$ cat src/rtl/channel_pkg.sv
// Shared helpers for the channel merge blocks.
// Index-width sizing used by the arbiter and its wrapper.
package channel_pkg;

  typedef int unsigned width_t;

  // Index width for n items, never below one bit
  function automatic width_t clog2_min1(input width_t n);
    return (n > 1) ? width_t'($clog2(n)) : width_t'(1);
  endfunction

endpackage

$ cat src/rtl/rr_pick.sv
// Rotating-priority picker: first set req at or after ptr,
// wrapping explicitly at NIN-1.
module rr_pick
  import channel_pkg::*;
#(
  parameter int NIN = 4,
  localparam int TW = clog2_min1(NIN)
) (
  input  logic [NIN-1:0] req,
  input  logic [TW-1:0]  ptr,
  output logic [TW-1:0]  gnt_idx,
  output logic           any
);

  int idx;

  always_comb begin
    gnt_idx = '0;
    any     = 1'b0;
    idx     = 0;
    for (int k = 0; k < NIN; k++) begin
      idx = int'(ptr) + k;
      if (idx >= NIN) idx = idx - NIN;
      if (!any && req[idx[TW-1:0]]) begin
        any     = 1'b1;
        gnt_idx = idx[TW-1:0];
      end
    end
  end

endmodule

$ cat src/rtl/channel_merge_rr.sv
// N-input round-robin merge into one registered output channel,
// with optional source tag and burst lock.
module channel_merge_rr
  import channel_pkg::*;
#(
  parameter int NIN   = 4,
  parameter int W     = 32,
  parameter int TAG   = 1,
  parameter int BURST = 1,
  localparam int TW = clog2_min1(NIN),
  localparam int OW = W + TAG * TW
) (
  input  logic           clk,
  input  logic           reset,
  input  logic [NIN-1:0] in_v,
  output logic [NIN-1:0] in_a,
  input  logic [NIN*W-1:0] in_d,
  output logic           out_v,
  input  logic           out_a,
  output logic [OW-1:0]  out_d
);

  localparam int BW = $clog2(BURST) + 1;
  localparam logic [TW-1:0] LAST_IDX = TW'(NIN - 1);
  localparam logic [BW-1:0] BMAX = BW'(BURST - 1);

  logic [TW-1:0] last;
  logic [TW-1:0] ptr;
  logic [TW-1:0] pick;
  logic [TW-1:0] sel;
  logic [BW-1:0] bcnt;
  logic          any;
  logic          lock;
  logic          load;
  logic          ov;
  logic [OW-1:0] od;
  logic [OW-1:0] nxt;
  logic [W-1:0]  pay;

  assign ptr = (last == LAST_IDX) ? '0 : last + TW'(1);

  rr_pick #(.NIN(NIN)) u_pick (
    .req     (in_v),
    .ptr     (ptr),
    .gnt_idx (pick),
    .any     (any)
  );

  // Lock keeps the current input while it stays valid
  assign lock = (BURST > 1) && in_v[last] && (bcnt < BMAX);
  assign sel  = lock ? last : pick;
  assign load = !reset && any && (!ov || out_a);
  assign in_a = load ? (NIN'(1) << sel) : '0;
  assign pay  = in_d[int'(sel)*W +: W];

  if (TAG != 0) begin : g_tag
    assign nxt = {sel, pay};
  end else begin : g_raw
    assign nxt = pay;
  end

  always_ff @(posedge clk or posedge reset) begin
    if (reset) begin
      ov   <= 1'b0;
      od   <= '0;
      last <= LAST_IDX;
      bcnt <= '0;
    end else if (load) begin
      ov   <= 1'b1;
      od   <= nxt;
      last <= sel;
      // Sole requester past its burst holds the count at the cap
      if (sel != last)
        bcnt <= '0;
      else if (bcnt < BMAX)
        bcnt <= bcnt + BW'(1);
    end else if (out_a) begin
      ov <= 1'b0;
    end
  end

  assign out_v = ov;
  assign out_d = od;

endmodule

$ cat config.mk
export PLATFORM = sky130hd
export DESIGN_NAME = channel_merge_rr
export DESIGN_NICKNAME = d
export VERILOG_FILES = /design/src/rtl/channel_pkg.sv /design/src/rtl/rr_pick.sv /design/src/rtl/channel_merge_rr.sv
export SDC_FILE = /design/constraint.sdc
export NUM_CORES = 1
export LEC_CHECK = 0
export ABC_AREA = 1
export CAP_MARGIN = 40
export CORE_UTILIZATION = 55
export DETAILED_ROUTE_END_ITERATION = 10
export DONT_BUFFER_PORTS = 1
export GPL_TIMING_DRIVEN = 0
export HOLD_SLACK_MARGIN = 0.1
export MAX_ROUTING_LAYER = met4
export PLACE_DENSITY = 0.7
export SLEW_MARGIN = 15
export SYNTH_ARGS = -nofsm -noshare
export SYNTH_HDL_FRONTEND = slang
export SYNTH_HIERARCHICAL = 1
export SYNTH_SLANG_ARGS = --single-unit
export TNS_END_PERCENT = 30
$ cat constraint.sdc
create_clock -name clk -period 2.8 [get_ports clk]
set_input_delay 0.56 -clock clk [delete_from_list [all_inputs] [get_ports clk]]
set_output_delay 0.56 -clock clk [all_outputs]
set_load 0.01 [all_outputs]
# Word level (Yosys, flattened, before mapping)
# Index checks and enable logic that the tools add are counted.
classes:
  div_mod_pow: 0
  order_cmp: 8
  n_eq_ne: 1
  n_bitwise: 0
  n_mux: 24
  n_reduce_logical: 12
  shift: 2
  add_sub_neg: 8
  mul: 0
ops:
  columns: ["op", "n"]
  rows:
  - ["128-bit by 8-bit variable part select with 32-bit output", 1]
  - ["2-bit two-way mux", 9]
  - ["2-bit by 3-bit < comparator with 1-bit output (second input constant)", 4]
  - ["1-bit two-way mux", 10]
  - ["3-bit greater-or-equal comparator (second input constant)", 3]
  - ["1-bit binary-select mux with 2-bit select", 4]
  - ["2-bit by 1-bit subtractor with 2-bit output (second input constant)", 4]
  - ["2-bit by 2-bit adder with 3-bit output (second input constant)", 2]
  - ["1-bit logical AND", 5]
  - ["1-bit logical NOT", 5]
  - ["4-bit two-way mux", 1]
  - ["1-bit by 2-bit left shift with 4-bit output (first input constant)", 1]
  - ["2-bit by 1-bit adder with 3-bit output (second input constant)", 1]
  - ["2-bit by 3-bit greater-or-equal comparator with 1-bit output (second input constant)", 1]
  - ["2-bit by 1-bit adder with 2-bit output (second input constant)", 1]
  - ["2-bit == test (second input constant)", 1]
  - ["2-bit nonzero test", 1]
  - ["1-bit logical OR", 1]
totals:
  romBits: 0
  in_bits: 135
  out_inout_bits: 39
  latch_bits: 0
  memories: 0
  ram_bits: 0
  register_bits: 37

# Depth between registers and ports, before layout
depth:
  word_depth: 19
  depth_mapped: 21
  ltp_nobuf: 19

# Cells and area by module
# The synthesis kept the hierarchy.
by_module_without_submodules:
  columns: ["mod", "cells_each", "area_each_um2", "n_inst"]
  rows:
  - ["channel_merge_rr", 472, 2683.8, 1]
  - ["rr_pick", 59, 319.1, 1]

# Worst setup path before layout
# OpenSTA, ideal clock, no wires.
synth_timing:
  kind: "input to output"
  start: "input port reset"
  end: "output port in_a[0]"
  stages: 4
  t_required_ns: 2.240
  path_slack_ns: 0.142
  arrival_time_ns: 2.098
  cell_sequence: "inv_1 > nand3_2 > clkbuf_1 > nor3_1"
synth_via:
  elab_chain_len: 4
synth_lines:
  columns: ["item", "line_no", "rtl"]
  rows:
  - ["from (decl)", "channel_merge_rr.sv:14", "input logic reset,"]
  - ["1-bit logical NOT (no line)", null, null]
  - ["1-bit logical AND (2 in series)", "channel_merge_rr.sv:52", "assign load = !reset && any && (!ov || out_a);"]
  - ["4-bit two-way mux", "channel_merge_rr.sv:53", "assign in_a = load ? (NIN'(1) << sel) : '0;"]
  - ["to (decl)", "channel_merge_rr.sv:16", "output logic [NIN-1:0] in_a,"]
# No other way between the ends.

# Worst setup path after layout
layout_timing:
  start: "register last[0]"
  end: "output port in_a[2]"
layout_via:
  elab_cells_between_ends: 44
  cone_classes: "add/sub (8); order compare (4); eq/ne (1); shift (1); mux (22); reduce/logical (8)"
layout_lines:
  columns: ["item", "line_no", "rtl"]
  rows:
  - ["from (decl)", "channel_merge_rr.sv:27", "logic [TW-1:0] last;"]
  - ["from (signal assigned)", "channel_merge_rr.sv:71", "last <= sel;"]
  - ["2-bit by 1-bit adder with 2-bit output or 2-bit == test (tied branches)", "channel_merge_rr.sv:40", "assign ptr = (last == LAST_IDX) ? '0 : last + TW'(1);"]
  - ["2-bit two-way mux *", "channel_merge_rr.sv:40", null]
  - ["via ptr[0]", "channel_merge_rr.sv:28", "logic [TW-1:0] ptr;"]
  - ["branches (longest 13 deep; another with 2-bit by 1-bit adder with 3-bit output)", null, null]
  - ["2-bit two-way mux *", "rr_pick.sv:24", "if (!any && req[idx[TW-1:0]]) begin"]
  - ["via pick[1]", "channel_merge_rr.sv:29", "logic [TW-1:0] pick;"]
  - ["1-bit by 2-bit left shift with 4-bit output *", "channel_merge_rr.sv:53", null]
  - ["4-bit two-way mux *", "channel_merge_rr.sv:53", null]
# Mark *: on every way through the listed nets, which the timed path passes. The select of a mux whose other input is x is not followed.

==> qor.yml <==
outcome:
  outcome: "finished with violations"
  failed_checks: "setup timing"
final_layout:
  fin_cells: 621
  nets: 686
  finalCoreUtilization_pct: 69.5
  multiInputGateArea_mm2: 0.00200
  drive_above_1_share_pct: 18.9
  antenna_cells: 0
  seqCellArea_um2: 928
  fin_area_mm2: 0.00359
  fillCellCount: 495
  area_delta_synth_final_pct: 19.7
logic_synthesis:
  synth_nets: 667
  netlist-cell-type-count: 24
  synth.most_common_cell: "nand2_1"
  ys_warn_count: 6
  syn_area_per_cell_um2: 5.66
  synth-seq-cells: 37
  synth_top_area_share_pct: 50.8
  ys_seq_area_share_pct: 30.9
  synth_top_cell_by_area: "nand2_1"
  netlist_top_cells_count: "nand2_1 (406), dfrtp_1 (35), nand2_2 (20), buf_2 (15), inv_1 (9)"
  async_flop_share_pct: 100
  synthesis.area_mm2: 0.00300
  synthTopCellsByArea: "nand2_1 (51%), dfrtp_1 (29%), nand2_2 (4.2%)"
  synth_edf_count: 0
  synth_cells: 531
  synth-main-ff-cell: "dfrtp_1"
floorplanning:
  die_w_um: 75.9
  num_io_pins: 174
  fp-row-count: 26
  design.die.area_mm2: 0.00576
  start_util_pct: 58.1
  die_h_um: 75.9
  coreArea_mm2: 0.00517
setup_path:
  endpoint: "in_a[2]"
  crit_path_start_kind: "flip-flop"
  rr_worst_depth: 21
  r2r-start: "last[0]$_DFFE_PP1P_"
  crit_chain: "ha_4, nor2_4, buf_6, nand2_1, nand2_2, nand2_4, nand2_4, nor2_4, nand4_1, nand3_1, buf_6, inv_12, nor3_4"
  end_kind: "primary output"
  timing.rr.end: "out_d[23]$_DFFE_PP0P_"
  critPathMaxFanout: 6
  worst-setup-path-type: "reg -> out"
  cp_slowest_stage_delay_ns: 0.59
  required_ns: 2.24
  critPathLaunch: "last[0]$_DFFE_PP1P_"
  rrSetupSlack_ns: 0.14
  worst_path_max_delay_cell: "dfstp_2"
  arrival_ns: 2.31
clocking:
  clockRootBuffer: "clkbuf_8"
  htree_levels: 2
  cts.clk_slew.worst_paths_ns: 0.08
  clock_path_buffers: 2
  cts_sinks: 37
  cts_tree: "done"
  cts_buffers: 5
  clk_latency_ns: 0.29
placed_design:
  postPlaceCellArea_mm2: 0.00311
  place_inst: 602
  dp_hpwl_um: 6130
  gp_congestion: 0.800
  io_buffer_count: 0
drt:
  firstDrtPassIters: 4
  vias: 3186
  drt_iter0_drc: 124
  drc: 0
  wl_um: 8870
  avgViaCountPerCell: 5.13
  detail-route-antenna-nets: 0
  wl_per_cell_um: 14.3
timing:
  fmax_mhz: 349
  worst_slew_pin_slew_ns: 0.458
  hold_ws_ns: 0.492
  hold_viol: 0
  drv_slew: 0
  relSlewSlack_pct: 69.5
  setup_slack_ns: -0.0681
  setup_violations: 4
  skew_ns: 0.00594
  fin_crit_sh_pct: 102
  min_period_ns: 2.87
  rsz0062_at_grt: "true"
global_routing:
  grt_pass1_vias: 2602
  grt_pass1_wl_um: 12200
  grt_start_max_net_pins: 32
  gr-total-overflow: 0
  grt_use_total_pct: 30.0
  antenna_found_initial: 0
worst_hold_path:
  min_from: "out_a"
  hold_path_class: "in -> reg"
job:
  drv_cap: 0
[cell type report]
| type | count | share of cell area (%) |
|---|---|---|
| Multi-Input combinational cell | 452 | 55.6 |
| Sequential cell | 37 | 25.8 |
| Buffer | 26 | 6.30 |
| Timing Repair Buffer | 15 | 4.35 |
| Tap cell | 70 | 2.44 |
| Clock buffer | 6 | 2.30 |
| Inverter | 13 | 2.19 |
| Clock inverter | 2 | 1.04 |
[worst max-delay path, delay by kind of cell (launching register included)]
family	cells	cell delay, ns
and+or+nand+nor	9	0.92
DFF	1	0.59
adders and majority gates	1	0.15
buffers and inverters	3	0.35
[per-layer routing]
layer,share of wire [%],wire [µm],vias up,track usage [%]
met1,40,3550,1409,34.2
met2,51,4520,146,52.7
met5,0,0,-,-
li1,-,-,1620,-
met3,8.0,710,11,6.61
met4,1.1,97,0,8.64
[cells in the final DEF (no fill, tap or decap), types with 2 or more instances in the layout]
cell type and instances:
buf_4 13, nor2_4 4, clkbuf_8 7, inv_1 6, nand2_2 20, dfrtp_1 35, o21ai_1 2, dfstp_2 2
nor2_2 2, nand3_4 2, nand3_2 5, inv_2 2, buf_12 3, nand2_1 397, nor3_4 2, buf_6 8
buf_2 9, nand2_4 12, clkbuf_1 3, inv_6 2
[stage by stage]
step / setup TNS [ns] / worst slack (ns)
finish: -0.142 / -0.0681
global route: -0.948 / -0.155
CTS: -0.00632 / -0.00632
detailed placement: -0.303 / -0.132
global placement: -1.54 / -0.411
floorplan: 0 / 0.142
[how the worst min path moves through the flow]
stage / slack [ns] / depth (start not counted) / to
after floorplan: 0.46 / 2 / last[1]$_DFFE_PP1P_
after detailed placement: 0.37 / 1 / out_d[31]$_DFFE_PP0P_
after global routing: 0.52 / 2 / last[1]$_DFFE_PP1P_
final: 0.49 / 3 / out_v$_DFFE_PP0P_
after CTS: 0.49 / 3 / out_v$_DFFE_PP0P_
after global placement: 0.47 / 2 / last[1]$_DFFE_PP1P_
[sequential cells by signal, summed over array words and instances (netlist names)]
signal	count
last	2
out_d	34
out_v	1
[logic make-up after synthesis]
| family | count (synthesis) | synth area share (%) |
|---|---|---|
| AO/OA/AOI/OAI | 4 | 0.666 |
| buffers and inverters | 42 | 8.08 |
| flip-flops | 37 | 30.9 |
| adder cells (fa/ha/maj) | 1 | 0.417 |
| AND/OR/NAND/NOR | 447 | 59.9 |
[what timing repair did]
item,in CTS,in global routing
gates cloned,2,0
setup endpoints to repair,4,29
buffers inserted,9,2
gates resized for setup,41,31
endpoints found under the hold margin,6,0
hold buffers,1,0
pin swaps,12,13
Power is left out: the tool's default activity adds up to more than one toggle a clock period on the data nets, which glitch-free logic cannot reach.
==> edit 1, RTL diff (same settings) <==
`NIN` is set to 4 in 2 places; all go to 5.
--- a/src/rtl/rr_pick.sv
+++ b/src/rtl/rr_pick.sv
@@ -3,7 +3,7 @@
 module rr_pick
   import channel_pkg::*;
 #(
-  parameter int NIN = 4,
+  parameter int NIN = 5,
   localparam int TW = clog2_min1(NIN)
 ) (
   input  logic [NIN-1:0] req,
--- a/src/rtl/channel_merge_rr.sv
+++ b/src/rtl/channel_merge_rr.sv
@@ -3,7 +3,7 @@
 module channel_merge_rr
   import channel_pkg::*;
 #(
-  parameter int NIN   = 4,
+  parameter int NIN   = 5,
   parameter int W     = 32,
   parameter int TAG   = 1,
   parameter int BURST = 1,
Interface: changed (resized in_a, in_d, in_v and out_d); port bits go from 174 to 209. The function was not compared with the original's and may differ.
==> edit 1 against the original RTL <==
- the run still ends with negative setup slack left
- register-to-register slack worse by 1100 ps
- synthesized cell count is 10% higher
- global-route usage is 6.9 points higher
- die area is 21% higher
- first-iteration DRC count grew to 3.2 times the old value
- worst setup slack worse by 1200 ps
- sequential cell count stayed put
- core utilization is 9.0 points higher
- wire length is 58% higher
- design area is 39% higher
- non-clock buffer count is 44 higher
- synthesized area is 22% higher
- critical endpoint is now in_a[3]
- largest cell class unchanged
- highest routed layer unchanged
Power is not shown: default switching activity piles up to over one toggle a cycle in this logic, so the estimate is an artifact.
==> edit 1: results (changes against the original RTL) <==
- Routability congestion estimate: 0.928 (+16%)
- Mux share of post-synthesis cell area: 0 (unchanged)
- First-pass GRT wire length: 19900 µm (+63%)
- Synth Area in Compound Gates: 0.0417 (+0.0350)
- GR Util All Layers: 0.369 (+0.0694)
- Violated checks: negative setup slack
- WL final: 14000 µm (+58%)
- Synth unique cells: 35 (+46%)
- Via/cell ratio: 6.33 (+23%)
- Worst-Margin Slew: 501 ps (+43.3 ps)
- Synth area leaders: dfrtp_1 25%, nand2_1 24%, nand3_1 16%
- Clock Skews: 3.80 ps (-2.14 ps)
- Vias in the first global route: 4030 (+55%)
- First-pass detailed-route iteration total: 5 (+1)
- Synth top cells by count: 235 x nand2_1, 115 x nand3_1, 38 x nand4_1, 36 x dfrtp_1, 33 x inv_1
- Pre-CTS setup slack: -1200 ps (-1070 ps)
- Synthesized Nets: 764 (+15%)
- Fin nets: 821 (+20%)
- Filler Cell Count: 483 (-2.4%)
- Endpoints failing setup: 42 (+38)
- Setup WS post-layout: -1320 ps (-1250 ps)
- Sequential fraction of the synthesis area: 0.253 (-0.0562)
- Antenna Cells: 0 (unchanged)
- Layout cells sized above 1: 0.306 (+0.118)
- Largest net degree at the start of global routing: 21 (-34%)
- Critical path's slowest cell: dfrtp_1
- Main synth FF type: dfrtp_1
- Synth warn: 6 (unchanged)
- Clk slew on worst S/H paths: 90 ps
- CTS max path bufs: 2 (unchanged)
- XOR/XNOR share of the synthesized area: 0.00922 (+0.00922)
- Max FFs per register: 35 (+2.9%)
- Clock Latency Late Sink: 310 ps (+20 ps)
- Critical path's largest stage delay: 430 ps (-160 ps)
- Class of the worst hold path: input port to async pin
- Crit path arrival time: 3560 ps (+1250 ps)
- Dpl hpwl: 9470 µm (+54%)
- Status: finished, violations left
[edit 1: changes by cell type after synthesis, moves of 10 or more]
cell	before	now
buf_4	4	14
inv_1	9	33
nand2_1	406	235
nand2_2	20	5
nand3_1	4	115
nand4_1	1	38
nor2_1	4	17
o21ai_0	0	11
[edit 1: area by class of cell]
class                           instances  area [µm²]  area share
Timing Repair Buffer                   50         533       0.106
Clock buffer                            7        96.3      0.0192
Tap cell                               77        96.3      0.0192
Clock inverter                          1        8.76     0.00175
Multi-Input combinational cell        475        2770       0.553
Buffer                                 35         404      0.0807
Sequential cell                        37         928       0.185
Inverter                               38         174      0.0347
[edit 1: cell families after synthesis]
family | after synthesis
buf+inv | 73
xor+xnor | 3
fa+ha+maj | 11
compound gates | 28
flops | 37
simple gates | 433
[edit 1: timing repair]
item                                    4_1_cts  5_1_grt
resized for setup                            55       67
buffers inserted                             29       16
hold endpoints to repair                      0        0
cloned                                        2        3
endpoints found under the setup margin       42       42
pin swaps                                    29       50
[edit 1: path summary, 6_finish.rpt]
path                            slack (ps)       from  depth (start not counted)         to
worst max-delay path                 -1320  out_d[33]                         20    in_a[3]
worst min-delay path                   160      reset                          1   out_d[6]
worst max register to register        -970  out_d[33]                         27  out_d[28]
worst min register to register         570  out_d[32]                          2  out_d[32]
max in group asynchronous             2170      reset                          2  out_d[22]
min in group clk                       380  in_d[146]                          2  out_d[18]
[edit 1: per-stage QoR]
stage          instance area, µm²  cells   util  TNS (ps)  hold WS [ps]
2_1_floorplan                3880    585      -    -15910           500
3_3_place_gp                 3970    662  0.622    -37380           530
3_5_place_dp                 4000    663  0.627    -38810           494
4_1_cts                      4570    702  0.716    -28350           166
5_1_grt                      5010    720  0.784    -43550           174
6_report                     5010    720  0.784    -37040           156
[edit 1: metal layers]
| metal | track usage | wire (µm) |
|---|---|---|
| met4 | 0.157 | 488 |
| met3 | 0.0772 | 1340 |
| met2 | 0.634 | 7140 |
| met5 | - | 0 |
| met1 | 0.417 | 5040 |
==> edit 2, RTL diff (same flow settings) <==
Made on the original files. Register the inputs `in_v`, `in_d` and `out_a` before use, cleared by the reset. The logic sees them one clock later.
--- a/src/rtl/channel_merge_rr.sv
+++ b/src/rtl/channel_merge_rr.sv
@@ -24,6 +24,22 @@
   localparam logic [TW-1:0] LAST_IDX = TW'(NIN - 1);
   localparam logic [BW-1:0] BMAX = BW'(BURST - 1);
 
+  logic [NIN-1:0] in_v_q;
+  logic [NIN*W-1:0] in_d_q;
+  logic out_a_q;
+
+  always_ff @(posedge clk or posedge reset) begin
+    if (reset) begin
+      in_v_q  <= '0;
+      in_d_q  <= '0;
+      out_a_q <= '0;
+    end else begin
+      in_v_q  <= in_v;
+      in_d_q  <= in_d;
+      out_a_q <= out_a;
+    end
+  end
+
   logic [TW-1:0] last;
   logic [TW-1:0] ptr;
   logic [TW-1:0] pick;
@@ -40,18 +56,18 @@
   assign ptr = (last == LAST_IDX) ? '0 : last + TW'(1);
 
   rr_pick #(.NIN(NIN)) u_pick (
-    .req     (in_v),
+    .req     (in_v_q),
     .ptr     (ptr),
     .gnt_idx (pick),
     .any     (any)
   );
 
   // Lock keeps the current input while it stays valid
-  assign lock = (BURST > 1) && in_v[last] && (bcnt < BMAX);
+  assign lock = (BURST > 1) && in_v_q[last] && (bcnt < BMAX);
   assign sel  = lock ? last : pick;
-  assign load = !reset && any && (!ov || out_a);
+  assign load = !reset && any && (!ov || out_a_q);
   assign in_a = load ? (NIN'(1) << sel) : '0;
-  assign pay  = in_d[int'(sel)*W +: W];
+  assign pay  = in_d_q[int'(sel)*W +: W];
 
   if (TAG != 0) begin : g_tag
     assign nxt = {sel, pay};
@@ -74,7 +90,7 @@
         bcnt <= '0;
       else if (bcnt < BMAX)
         bcnt <= bcnt + BW'(1);
-    end else if (out_a) begin
+    end else if (out_a_q) begin
       ov <= 1'b0;
     end
   end
Check against the original RTL: not equivalent (a bounded check fails within 4 cycles, from zero or initial values and one cycle with reset high).
==> edit 2 against the original RTL <==
- the flow finishes with violations (design-rule violations, negative setup slack)
- synthesized area up 120%
- die area grew 120%
- design area rose by 120%
- fmax shrank 2.5%
- wire length increased by 64%
- global-route usage shrank 4.4 points
- worst setup slack worse by 74 ps
- register-to-register slack got worse by 40 ps
- critical endpoint is now in_a[1]
- sequential cell count rose by 133
==> edit 2: results (changes against the original RTL) <==
- Post-Place Cell Area: 6840 µm² (+120%)
- Fin nets: 899 (+31%)
- Sequential fraction of the synthesis area: 0.647 (+0.338)
- GR Util All Layers: 0.256 (-0.0438)
- Routability congestion estimate: 0.887 (+11%)
- Crit path arrival time: 2380 ps (+70 ps)
- R2r endpoint: out_d[13]
- Clk slew on worst S/H paths: 60 ps (-20 ps)
- H-Tree Depth: 4 (+2)
- Class of the worst hold path: input port to async pin
- Async SR Flop Fraction: 1.00 (unchanged)
- R2r setup slk: 100 ps (-40 ps)
- Count of input and output buffers: 0 (unchanged)
- Dpl hpwl: 9750 µm (+59%)
- Worst vdd ir: 797 µV
- Top Metal Used: met4
- Initial antenna violation count: 3 (+3)
- Vias: 4458 (+40%)
- Clock Skews: 6.52 ps (+0.581 ps)
- Main synth FF type: dfrtp_1
- Crit Reg-Reg Startpoint: last[1]
- Routed len/inst: 15.8 µm (+10%)
- Synth warn: 6 (unchanged)
- Met3 routed wirelength: 991 µm (+40%)
- Worst R2R Path Depth: 17 (-19%)
- Leakage: 4.31 nW
- Clock Latency Late Sink: 420 ps (+130 ps)
- Met1 wire length: 5830 µm (+64%)
- Synthesized Nets: 864 (+30%)
- CTS max path bufs: 2 (unchanged)
- CP Max Fanout: 5 (-1)
- Root buffer cell: clkbuf_16
- Cts bufs inserted: 17 (+12)
- Filler Cell Count: 889 (+80%)
- Critical path's largest stage delay: 560 ps (-30 ps)
- Max FFs per register: 128 (+280%)
- Remaining DRCs: 18 (+18)
- First-pass GRT wire length: 23000 µm (+89%)
- Layout cells sized above 1: 0.147 (-0.0417)
- Dpl cells: 875 (+45%)
- Synth unique cells: 23 (-4.2%)
- First-pass detailed-route iteration total: 8 (+4)
- Setup WS post-layout: -142 ps (-74.0 ps)
- Violated checks: design-rule violations, negative setup slack
- Post-Syn Instances: 728 (+37%)
- Fin Setup TNS: -337 ps (-195 ps)
- Synth area leaders: dfrtp_1 64%, nand2_1 16%, inv_1 7.9%
- Endpoints failing setup: 4 (unchanged)
- Critical path's slowest cell: dfstp_2
- Largest Register: in_d_q
- Worst-Margin Slew: 836 ps (+378 ps)
- Sw power: 5.46 mW
- Largest net degree at the start of global routing: 42 (+31%)
- Status: finished, violations left
- Metal2 WL: 7510 µm (+66%)
- Synth top cells by count: 288 x nand2_1, 168 x dfrtp_1, 138 x inv_1, 69 x nand3_1, 16 x buf_2
- Via/cell ratio: 4.84 (-5.8%)
- Drt first-iter violations: 275 (+120%)
edit 2: final cells by class:
class                      count  area [µm²]  area share
clock inverter                11         145      0.0187
inverter                     141         546      0.0703
clock buffer                  20         447      0.0576
timing repair buffer          19         208      0.0268
tap                          143         179      0.0231
timing repair inverter         1        5.00    0.000645
multi-input combinational    388        1780       0.229
sequential                   170        4260       0.549
buffer                        25         184      0.0237
antenna                        4        10.0     0.00129
edit 2: layer usage:
layer | global-route usage | vias up
met5 | - | -
met4 | 0.0838 | 0
met3 | 0.0800 | 13
met2 | 0.419 | 149
met1 | 0.303 | 2099
li1 | - | 2197
edit 2: cells by family after synthesis:
group / count (synthesis) / synth area share
AOI/OAI and AO/OA: 4 / 0.00304
adders and majority gates: 1 / 0.00190
buffers and inverters: 170 / 0.103
DFF: 170 / 0.647
and+or+nand+nor: 383 / 0.245
edit 2: how the worst max path moves through the flow:
stage | slack [ps] | to | start | depth (start not counted)
after global placement | -3030 | in_a[3] | reset | 5
after detailed placement | -420 | in_a[2] | reset | 7
final | -140 | in_a[1] | last[1] | 15
after floorplan | -1700 | in_a[2] | reset | 5
after global routing | -260 | in_a[1] | last[1] | 15
after CTS | -100 | in_a[1] | last[1] | 15
edit 2: power groups by stage:
stage	logic (mW)	registers [mW]	clock network, mW
after CTS	6.31	3.23	2.37
after detailed placement	5.60	3.26	0
final	6.55	3.23	2.33
after floorplan	4.25	3.16	0
after global placement	5.47	3.26	0
after global routing	7.37	3.26	2.46
edit 2: what timing repair did:
item                                    4_1_cts  5_1_grt
hold buffers                                  0        1
buffers inserted                             12        1
cloned                                        1        1
pin swaps                                     7       14
hold endpoints to repair                      0       16
endpoints found under the setup margin        4       28
gates resized for setup                      33       22
edit 2: per-stage QoR:
stage | setup slack, ps | power [mW] | hold WS [ps]
finish | -142 | 12.1 | 114
global placement | -3030 | 8.73 | 461
detailed placement | -421 | 8.86 | 478
global route | -262 | 13.1 | 120
floorplan | -1700 | 7.41 | 449
CTS | -99.6 | 11.9 | 145
edit 2: worst max-delay path, delay by kind of cell, from the launching register on:
| family | cells | cell delay, ps |
|---|---|---|
| simple gates | 10 | 890 |
| flops | 1 | 560 |
| buf+inv | 4 | 380 |
| fa+ha+maj | 1 | 150 |
